===== src/rtl/if_fetch_unit_pkg.sv =====
// Shared fetch-stage constants: default widths, reset PC, PC stride and counter sizing.
package if_fetch_unit_pkg;

  localparam int unsigned ADDR_WIDTH_DEF  = 32;
  localparam int unsigned INSTR_WIDTH_DEF = 32;
  localparam logic [31:0] RESET_PC_DEF    = 32'h0000_0000;
  localparam int unsigned PC_INCR         = 4;

  // Width of a counter that must hold values 0..depth inclusive.
  function automatic int unsigned cnt_w(input int unsigned depth);
    return $clog2(depth + 1);
  endfunction

endpackage


===== src/rtl/if_fetch_unit_if.sv =====
// Instruction-memory request/grant + in-order response channel.
interface if_fetch_unit_if
  import if_fetch_unit_pkg::*;
#(
  parameter int unsigned ADDR_WIDTH  = ADDR_WIDTH_DEF,
  parameter int unsigned INSTR_WIDTH = INSTR_WIDTH_DEF
);

  logic                   req;
  logic [ADDR_WIDTH-1:0]  addr;
  logic                   gnt;
  logic                   rvalid;
  logic [INSTR_WIDTH-1:0] rdata;

  modport master (output req, addr, input gnt, rvalid, rdata);
  modport slave  (input req, addr, output gnt, rvalid, rdata);

endinterface


===== src/rtl/if_fetch_unit_fetch_fifo.sv =====
// Small synchronous FIFO holding {pc, instr} fetch entries; clear overrides push/pop.
module if_fetch_unit_fetch_fifo
  import if_fetch_unit_pkg::*;
#(
  parameter int unsigned WIDTH = 64,
  parameter int unsigned DEPTH = 2
) (
  input  logic                        clk,
  input  logic                        reset,
  input  logic                        push,
  input  logic [WIDTH-1:0]            push_data,
  input  logic                        pop,
  input  logic                        clear,
  output logic                        full,
  output logic                        empty,
  output logic [cnt_w(DEPTH)-1:0]     count,
  output logic [WIDTH-1:0]            head
);

  localparam int unsigned PtrW = $clog2(DEPTH);
  localparam int unsigned CntW = cnt_w(DEPTH);
  localparam logic [CntW-1:0] DepthC = DEPTH[CntW-1:0];

  logic [WIDTH-1:0] mem_q [DEPTH];
  logic [PtrW-1:0]  wr_ptr_q, rd_ptr_q;
  logic [CntW-1:0]  count_q;

  always_ff @(posedge clk or posedge reset) begin
    if (reset) begin
      wr_ptr_q <= '0;
      rd_ptr_q <= '0;
      count_q  <= '0;
    end else if (clear) begin
      wr_ptr_q <= '0;
      rd_ptr_q <= '0;
      count_q  <= '0;
    end else begin
      if (push) wr_ptr_q <= wr_ptr_q + PtrW'(1);
      if (pop)  rd_ptr_q <= rd_ptr_q + PtrW'(1);
      if (push && !pop)      count_q <= count_q + CntW'(1);
      else if (pop && !push) count_q <= count_q - CntW'(1);
    end
  end

  // Storage needs no reset: the head is only meaningful while count is non-zero.
  always_ff @(posedge clk) begin
    if (push && !clear) mem_q[wr_ptr_q] <= push_data;
  end

  assign full  = (count_q == DepthC);
  assign empty = (count_q == '0);
  assign count = count_q;
  assign head  = mem_q[rd_ptr_q];

endmodule


===== src/rtl/if_fetch_unit.sv =====
// Instruction fetch stage: owns the fetch PC, issues in-order imem requests under a credit limit,
// queues returned words with their PCs and drops responses that were in flight across a redirect.
module if_fetch_unit
  import if_fetch_unit_pkg::*;
#(
  parameter int unsigned          ADDR_WIDTH  = ADDR_WIDTH_DEF,
  parameter int unsigned          INSTR_WIDTH = INSTR_WIDTH_DEF,
  parameter int unsigned          FIFO_DEPTH  = 2,
  parameter logic [ADDR_WIDTH-1:0] RESET_PC   = RESET_PC_DEF[ADDR_WIDTH-1:0]
) (
  input  logic                   clk,
  input  logic                   reset,
  input  logic                   redirect,
  input  logic [ADDR_WIDTH-1:0]  redirect_pc,
  input  logic                   if_id_write,
  if_fetch_unit_if.master        imem,
  output logic                   fetch_valid,
  output logic [ADDR_WIDTH-1:0]  pc_out,
  output logic [INSTR_WIDTH-1:0] instr_out
);

  localparam int unsigned CntW   = cnt_w(FIFO_DEPTH);
  localparam int unsigned EntryW = ADDR_WIDTH + INSTR_WIDTH;
  localparam logic [CntW:0]         DepthC = FIFO_DEPTH[CntW:0];
  localparam logic [ADDR_WIDTH-1:0] PcIncr = ADDR_WIDTH'(PC_INCR);

  logic [ADDR_WIDTH-1:0] fetch_pc_q, rsp_pc_q;
  logic [CntW-1:0]       outstanding_q, drop_cnt_q;
  logic [CntW-1:0]       count;
  logic [CntW:0]         credit_used;
  logic [EntryW-1:0]     head;
  logic                  full, empty, push, pop, issue;

  assign pop  = if_id_write && !empty && !redirect;
  assign push = imem.rvalid && (drop_cnt_q == '0) && !redirect;

  // An entry popped this cycle frees its slot before any new grant can return a word,
  // which is what lets a depth-2 queue sustain one instruction per cycle.
  assign credit_used = {1'b0, outstanding_q} + {1'b0, count} - {{CntW{1'b0}}, pop};
  assign imem.req    = !reset && !redirect && (credit_used < DepthC);
  assign imem.addr   = fetch_pc_q;
  assign issue       = imem.req && imem.gnt;

  always_ff @(posedge clk or posedge reset) begin
    if (reset) begin
      fetch_pc_q    <= RESET_PC;
      rsp_pc_q      <= RESET_PC;
      outstanding_q <= '0;
      drop_cnt_q    <= '0;
    end else begin
      if (redirect) begin
        fetch_pc_q <= redirect_pc;
        rsp_pc_q   <= redirect_pc;
        drop_cnt_q <= outstanding_q - CntW'(imem.rvalid);
      end else begin
        if (issue) fetch_pc_q <= fetch_pc_q + PcIncr;
        if (push)  rsp_pc_q   <= rsp_pc_q + PcIncr;
        if (imem.rvalid && (drop_cnt_q != '0)) drop_cnt_q <= drop_cnt_q - CntW'(1);
      end
      outstanding_q <= outstanding_q + CntW'(issue) - CntW'(imem.rvalid);
    end
  end

  if_fetch_unit_fetch_fifo #(
    .WIDTH (EntryW),
    .DEPTH (FIFO_DEPTH)
  ) u_fetch_fifo (
    .clk       (clk),
    .reset     (reset),
    .push      (push),
    .push_data ({rsp_pc_q, imem.rdata}),
    .pop       (pop),
    .clear     (redirect),
    .full      (full),
    .empty     (empty),
    .count     (count),
    .head      (head)
  );

  assign fetch_valid = !empty;
  assign pc_out      = empty ? '0 : head[EntryW-1:INSTR_WIDTH];
  assign instr_out   = empty ? '0 : head[INSTR_WIDTH-1:0];

  a_no_overflow: assert property (@(posedge clk) disable iff (reset) !(push && full && !pop));

endmodule


===== src/flat_wrapper.sv =====
// flat-port wrapper written by rule: the top's interface ports become plain ports
module if_fetch_unit_flat import if_fetch_unit_pkg::*;
#(
  parameter int unsigned          ADDR_WIDTH  = ADDR_WIDTH_DEF,
  parameter int unsigned          INSTR_WIDTH = INSTR_WIDTH_DEF,
  parameter int unsigned          FIFO_DEPTH  = 2,
  parameter logic [ADDR_WIDTH-1:0] RESET_PC   = RESET_PC_DEF[ADDR_WIDTH-1:0]
)
  (clk, reset, redirect, redirect_pc, if_id_write, fetch_valid, pc_out, instr_out, imem_req, imem_addr, imem_gnt, imem_rvalid, imem_rdata);
  if_fetch_unit_if #(.ADDR_WIDTH(ADDR_WIDTH), .INSTR_WIDTH(INSTR_WIDTH)) imem_i ();
  input  logic clk;
  input  logic reset;
  input  logic redirect;
  input  logic [ADDR_WIDTH-1:0] redirect_pc;
  input  logic if_id_write;
  output logic fetch_valid;
  output logic [ADDR_WIDTH-1:0] pc_out;
  output logic [INSTR_WIDTH-1:0] instr_out;
  output wire logic [$bits(imem_i.req)-1:0] imem_req;
  output wire logic [$bits(imem_i.addr)-1:0] imem_addr;
  input wire logic [$bits(imem_i.gnt)-1:0] imem_gnt;
  input wire logic [$bits(imem_i.rvalid)-1:0] imem_rvalid;
  input wire logic [$bits(imem_i.rdata)-1:0] imem_rdata;
  assign imem_req = imem_i.req;
  assign imem_addr = imem_i.addr;
  assign imem_i.gnt = imem_gnt;
  assign imem_i.rvalid = imem_rvalid;
  assign imem_i.rdata = imem_rdata;
  if_fetch_unit #(.ADDR_WIDTH(ADDR_WIDTH), .INSTR_WIDTH(INSTR_WIDTH), .FIFO_DEPTH(FIFO_DEPTH), .RESET_PC(RESET_PC)) u_core (.clk(clk), .reset(reset), .redirect(redirect), .redirect_pc(redirect_pc), .if_id_write(if_id_write), .imem(imem_i), .fetch_valid(fetch_valid), .pc_out(pc_out), .instr_out(instr_out));
endmodule

===== config.mk =====
export PLATFORM = sky130hd
export DESIGN_NAME = if_fetch_unit_flat
export DESIGN_NICKNAME = d
export VERILOG_FILES = /design/src/rtl/if_fetch_unit_pkg.sv /design/src/rtl/if_fetch_unit_if.sv /design/src/rtl/if_fetch_unit_fetch_fifo.sv /design/src/rtl/if_fetch_unit.sv /design/src/flat_wrapper.sv
export SDC_FILE = /design/constraint.sdc
export NUM_CORES = 1
export LEC_CHECK = 0
export ABC_AREA = 0
export CAP_MARGIN = 20
export CORE_MARGIN = 1
export CORE_UTILIZATION = 40
export CTS_BUF_LIST = sky130_fd_sc_hd__clkbuf_4 sky130_fd_sc_hd__clkbuf_8
export CTS_CLUSTER_SIZE = 16
export DETAILED_ROUTE_END_ITERATION = 7
export PLACE_DENSITY = 0.66
export SLEW_MARGIN = 20
export SYNTH_ARGS = -nofsm -noshare
export SYNTH_HDL_FRONTEND = slang
export SYNTH_HIERARCHICAL = 1
export SYNTH_SLANG_ARGS = --single-unit

===== constraint.sdc =====
create_clock -name clk -period 6.59 [get_ports clk]
set_input_delay 1.318 -clock clk [delete_from_list [all_inputs] [get_ports clk]]
set_output_delay 1.318 -clock clk [all_outputs]
set_load 0.02 [all_outputs]

==> out/metrics.csv, run 1 <==
stage;metric;value;unit
status;status;completed;
power_and_ir_drop;Gate power share;25.5;%
global_routing;pin count of the biggest net entering global routing;79;
timing;worst hold slack;0.524;ns
timing;Final Max Slew Viols;0;
global_routing;Overall Global Routing Usage;17.2;%
layout;most frequent cells in the layout;166 x clkdlybuf4s50_1, 128 x edfxtp_1, 71 x dfrtp_1, 64 x nor2b_1, 63 x nand2_1;
detailed_routing;initial DRC count;375;
placement;port bufs;167;
die;Die ar.;24000;µm²
cts;# resized after CTS;0;
critical_path;Setup crit end kind;output port;
cts;Clock Tree Root;clkbuf_8;
power_and_ir_drop;Int Power;2.14;mW
placement;placed inst area;11300;µm²
timing;endpoints failing setup;0;
cts;clock buffers created by TritonCTS;17;
layout;Area Growth Syn to Fin;25.1;%
cts;Clock Path Buffers;2;
timing;Least-Margin Pin Slew;1.06;ns
die;# IOs;168;
global_routing;initial antenna violation count;0;
critical_path;R2R Path Start;u_core/u_fetch_fifo/count[0]$_DFFE_PP0P_;
timing;Hold Violations, Final;0;
detailed_routing;vias per inst;5.11;
global_routing;Overflow after GRT;0;
placement;gpl congestion;0.860;
cts;postcts setup bufs;0;
critical_path;Worst Path Arrival;4.15;ns
detailed_routing;Routed Wire Length;19.9;mm
power_and_ir_drop;Sequential Power Share;50.3;%
power_and_ir_drop;Switch Pwr;0.926;mW
placement;dpl ws;1.08;ns
layout;fraction of layout cells with a size suffix above 1;14.6;%
critical_path;worst-path fanout max;17;
detailed_routing;post-route ant nets;0;
timing;slew margin rel.;29.0;%
die;core area;22800;µm²
timing;setup TNS;0;ns
critical_path;crit path from;redirect;
timing;Final Critical Period;5.46;ns
layout;finished layout cell area;11700;µm²
cts;clock-pin transition on the worst setup and hold timing paths;0.10;ns
logic_synthesis;mean post-synth cell area;13.1;µm²
logic_synthesis;Post-Synthesis Cells;714;
layout;NumNets Final;956;
detailed_routing;routed len/inst;16.6;µm
critical_path;required time of the critical path;5.27;ns
placement;DP Wirelength;13.4;mm
power_and_ir_drop;clock share of power;24.2;%
timing;period utilization;82.9;%
timing;fmax;0.183;GHz
timing;RSZ-0062 raised after global routing;false;
cts;Skew-Pair Late Insertion Delay;0.46;ns
run;max cap viols;0;
power_and_ir_drop;Pwr Density;263;nW/µm²
power_and_ir_drop;Max IR drop VDD;0.0992;mV
cts;CTS tree;yes;
power_and_ir_drop;Power Total;3.07;mW
power_and_ir_drop;Leakage;4.12;nW
logic_synthesis;Ys Warns;6;
die;Initial Utilization;41.0;%
hold_path;Hold Crit Class;reg -> reg;
hold_path;Hold Path Origin;u_core/rsp_pc_q[30]$_DFFE_PP0N_;
timing;Worst Skew;0.0155;ns
die;chip width;155;µm
cts;H-Tree Depth;4;
cts;# hold bufs at CTS;0;
die;num rows;55;
detailed_routing;TritonRoute pass-1 iters;5;
power_and_ir_drop;switching fraction of total power;30.2;%
die;Die Span Y;155;µm
critical_path;critical path type;in -> out;
critical_path;nature of the critical path startpoint;input pin;
layout;Layout fillers;2005;
logic_synthesis;Syn Nets;793;
layout;diode count;0;
detailed_routing;via count;6146;
global_routing;first-pass GRT wire length;31.4;mm
layout;most common cell after layout, fill and taps aside;clkdlybuf4s50_1;
logic_synthesis;mapped cell area;9340;µm²
detailed_routing;Residual DRC;0;
timing;slack of the critical path;1.13;ns
cts;Sink Count;200;
global_routing;vias in the first global route;5724;
==> flip-flops by register name, indices dropped and copies added (netlist names) <==
name / cells
u_core/u_fetch_fifo/mem_q: 128
u_core/u_fetch_fifo/wr_ptr_q: 1
u_core/u_fetch_fifo/rd_ptr_q: 1
u_core/drop_cnt_q: 2
u_core/u_fetch_fifo/count: 2
u_core/rsp_pc_q: 32
u_core/outstanding_q: 2
u_core/imem.addr: 32
==> metal layers <==
| layer | global-route usage, % | vias to the layer above | share of wire [%] |
|---|---|---|---|
| met5 | 0 | - | 0 |
| met4 | 5.00 | 0 | 1.1 |
| met3 | 3.81 | 17 | 5.3 |
| met2 | 26.0 | 213 | 45 |
| met1 | 24.7 | 2984 | 49 |
| li1 | - | 2932 | - |
==> power groups by stage <==
stage / registers [mW] / logic, mW / clock network [mW]
after floorplan: 1.56 / 0.459 / 0
after global routing: 1.56 / 0.849 / 0.822
after CTS: 1.54 / 0.794 / 0.775
after detailed placement: 1.57 / 0.790 / 0
after global placement: 1.57 / 0.782 / 0
final: 1.54 / 0.781 / 0.742
==> worst paths after layout <==
path                                                         endpoint  slack (ns)  cells past startpoint
max in group asynchronous             u_core/rsp_pc_q[28]$_DFFE_PP0N_        4.45                      3
max reg2reg                         u_core/outstanding_q[1]$_DFF_PP0_        2.87                     14
min reg2reg                u_core/u_fetch_fifo/mem_q[1][62]$_DFFE_PP_        0.52                      0
min                        u_core/u_fetch_fifo/mem_q[1][62]$_DFFE_PP_        0.52                      0
min in group asynchronous    u_core/u_fetch_fifo/rd_ptr_q$_DFFE_PP0P_        1.17                      2
max                                                          imem_req        1.13                      9
==> worst max-delay path: stages <==
cell and delay, ns:
buf_2 0.09, clkinv_1 0.40, and3_1 0.39, ha_1 0.28, nand2b_1 0.15, fa_1 0.38
xnor2_1 0.22, nor4b_1 0.26, clkdlybuf4s50_1 0.65
==> stage by stage <==
step / cells / utilization (%)
6_report: 1203 / 51.3
5_1_grt: 1203 / 51.3
4_1_cts: 1203 / 51.3
3_5_place_dp: 1171 / 49.6
3_3_place_gp: 1171 / 49.6
2_1_floorplan: 714 / -
==> final cells by class <==
class / count / area, µm² / share of cell area (%)
inverters: 23 / 86.3 / 0.739
clock buffers: 21 / 277 / 2.37
well taps: 313 / 392 / 3.35
clock inverters: 11 / 98.8 / 0.846
flip-flops and latches: 200 / 5650 / 48.4
multi-input cells: 462 / 3470 / 29.7
repair buffers: 173 / 1710 / 14.7
(Power assumes the default switching activity.)
==> inputs of run 2 (changes only) <==
==> constraint.sdc (replaced) <==
create_clock -name clk -period 4.75 [get_ports clk]
set_input_delay 0.95 -clock clk [delete_from_list [all_inputs] [get_ports clk]]
set_output_delay 0.95 -clock clk [all_outputs]
set_load 0.02 [all_outputs]
==> out/metrics.csv, run 2 (synthesis results as in run 1) <==
stage;metric;value;unit
cts;H-Tree Depth;4;
cts;Sink Count;200;
die;Initial Utilization;41.0;%
detailed_routing;Residual DRC;0;
detailed_routing;TritonRoute pass-1 iters;5;
cts;Clock Path Buffers;2;
global_routing;first-pass GRT wire length;31.7;mm
critical_path;required time of the critical path;3.80;ns
layout;Area Growth Syn to Fin;25.8;%
timing;period utilization;94.3;%
critical_path;CP Cell Sequence;clkdlybuf4s50_1, and3_1, ha_1, nand2b_1, fa_1, xnor2_1, nor4b_1, clkdlybuf4s50_1;
timing;Worst Skew;0.0143;ns
cts;clock buffers created by TritonCTS;17;
power_and_ir_drop;Sequential Power Share;49.4;%
run;max cap viols;0;
detailed_routing;routed len/inst;16.6;µm
power_and_ir_drop;Gate power share;25.6;%
global_routing;Overflow after GRT;0;
timing;endpoints failing setup;0;
critical_path;Worst Path Arrival;3.53;ns
timing;Final Max Slew Viols;0;
placement;DP Wirelength;13.6;mm
global_routing;pin count of the biggest net entering global routing;79;
power_and_ir_drop;clock share of power;25.0;%
die;core area;22800;µm²
timing;setup TNS;0;ns
layout;NumNets Final;961;
cts;clock-pin transition on the worst setup and hold timing paths;0.10;ns
detailed_routing;Routed Wire Length;20.1;mm
die;Die Span Y;155;µm
die;num rows;55;
layout;most frequent cells in the layout;166 x clkdlybuf4s50_1, 128 x edfxtp_1, 71 x dfrtp_1, 64 x nor2b_1, 63 x nand2_1;
placement;dpl ws;0.212;ns
timing;Least-Margin Pin Slew;1.07;ns
layout;Layout Cells excl Fill;1208;
global_routing;initial antenna violation count;0;
power_and_ir_drop;Int Power;3.02;mW
cts;# hold bufs at CTS;0;
global_routing;vias in the first global route;5949;
timing;slew margin rel.;28.4;%
placement;port bufs;167;
die;# IOs;168;
cts;postcts setup bufs;0;
cts;Skew-Pair Late Insertion Delay;0.46;ns
die;chip width;155;µm
critical_path;most frequent CP cell;clkdlybuf4s50_1;
layout;most common cell after layout, fill and taps aside;clkdlybuf4s50_1;
layout;fraction of layout cells with a size suffix above 1;15.0;%
placement;gpl congestion;0.855;
status;status;completed;
layout;max reg flops;128;
timing;Hold Violations, Final;0;
critical_path;Setup crit end kind;output port;
detailed_routing;post-route ant nets;0;
critical_path;WP buf/inv;2;
global_routing;Overall Global Routing Usage;17.1;%
critical_path;critical path type;in -> out;
cts;CTS tree;yes;
timing;RSZ-0062 raised after global routing;false;
detailed_routing;initial DRC count;378;
critical_path;delay-heaviest family, CP;buffers and inverters;
power_and_ir_drop;Max IR drop VDD;0.214;mV
power_and_ir_drop;Switch Pwr;1.32;mW
critical_path;Critical-path top delay cell;clkdlybuf4s50_1;
timing;fmax;0.223;GHz
layout;Layout fillers;1947;
layout;diode count;0;
timing;slack of the critical path;0.272;ns
critical_path;nature of the critical path startpoint;input pin;
detailed_routing;via count;6144;
detailed_routing;vias per inst;5.09;
placement;placed cell count;1176;
hold_path;Hold Crit Class;reg -> reg;
die;Die ar.;24000;µm²
cts;# resized after CTS;0;
cts;Clock Tree Root;clkbuf_8;
power_and_ir_drop;Leakage;4.14;nW
critical_path;crit-path max cell delay;0.66;ns
power_and_ir_drop;switching fraction of total power;30.4;%
critical_path;worst-path fanout max;5;
timing;Final Critical Period;4.48;ns
layout;Most flops, register;u_core/u_fetch_fifo/mem_q;
power_and_ir_drop;Pwr Density;369;nW/µm²
-- run 2: per-layer routing --
| layer | track usage (%) | wire, µm | vias to the layer above |
|---|---|---|---|
| met4 | 4.76 | 213 | 0 |
| met5 | 0 | 0 | - |
| li1 | - | - | 2947 |
| met1 | 23.6 | 9390 | 2972 |
| met3 | 3.59 | 1030 | 18 |
| met2 | 27.3 | 9440 | 207 |
-- run 2: final timing paths --
| path | start | to | slack (ns) | cells past startpoint |
|---|---|---|---|---|
| setup / recovery | if_id_write | imem_req | 0.27 | 8 |
| hold reg to reg | u_core/rsp_pc_q[0]$_DFFE_PP0P_ | u_core/u_fetch_fifo/mem_q[1][32]$_DFFE_PP_ | 0.50 | 0 |
| max in group asynchronous | reset | u_core/rsp_pc_q[17]$_DFFE_PP0N_ | 2.75 | 3 |
| hold / removal | u_core/rsp_pc_q[0]$_DFFE_PP0P_ | u_core/u_fetch_fifo/mem_q[1][32]$_DFFE_PP_ | 0.50 | 0 |
| min in group asynchronous | reset | u_core/u_fetch_fifo/count[0]$_DFFE_PP0P_ | 0.77 | 2 |
| setup reg to reg | u_core/u_fetch_fifo/count[0]$_DFFE_PP0P_ | u_core/imem.addr[8]$_DFFE_PP0P_ | 1.07 | 13 |
-- run 2: metrics by stage --
stage,power [mW],util (%),hold WS [ns],instance area [µm²]
final,4.33,51.6,0.496,11700
after global routing,4.55,51.6,0.514,11700
after CTS,4.39,51.6,0.490,11700
after detailed placement,3.30,49.8,0.475,11400
after global placement,3.28,49.8,0.471,11400
after floorplan,2.81,-,0.442,9350
-- run 2: area by class of cell --
class | count | area, µm² | area share (%)
repair buffers | 178 | 1760 | 15.0
inverters | 23 | 86.3 | 0.735
clock buffers | 18 | 248 | 2.11
clock inverters | 14 | 146 | 1.25
well taps | 313 | 392 | 3.33
flip-flops and latches | 200 | 5650 | 48.1
multi-input cells | 462 | 3470 | 29.5
-- run 2: power by group through the flow --
stage                     sequential [mW]  clock [mW]  combinational [mW]
after global routing                 2.16        1.18                1.20
after CTS                            2.14        1.12                1.13
after floorplan                      2.17           0               0.638
final                                2.14        1.08                1.11
after detailed placement             2.17           0                1.13
after global placement               2.17           0                1.11
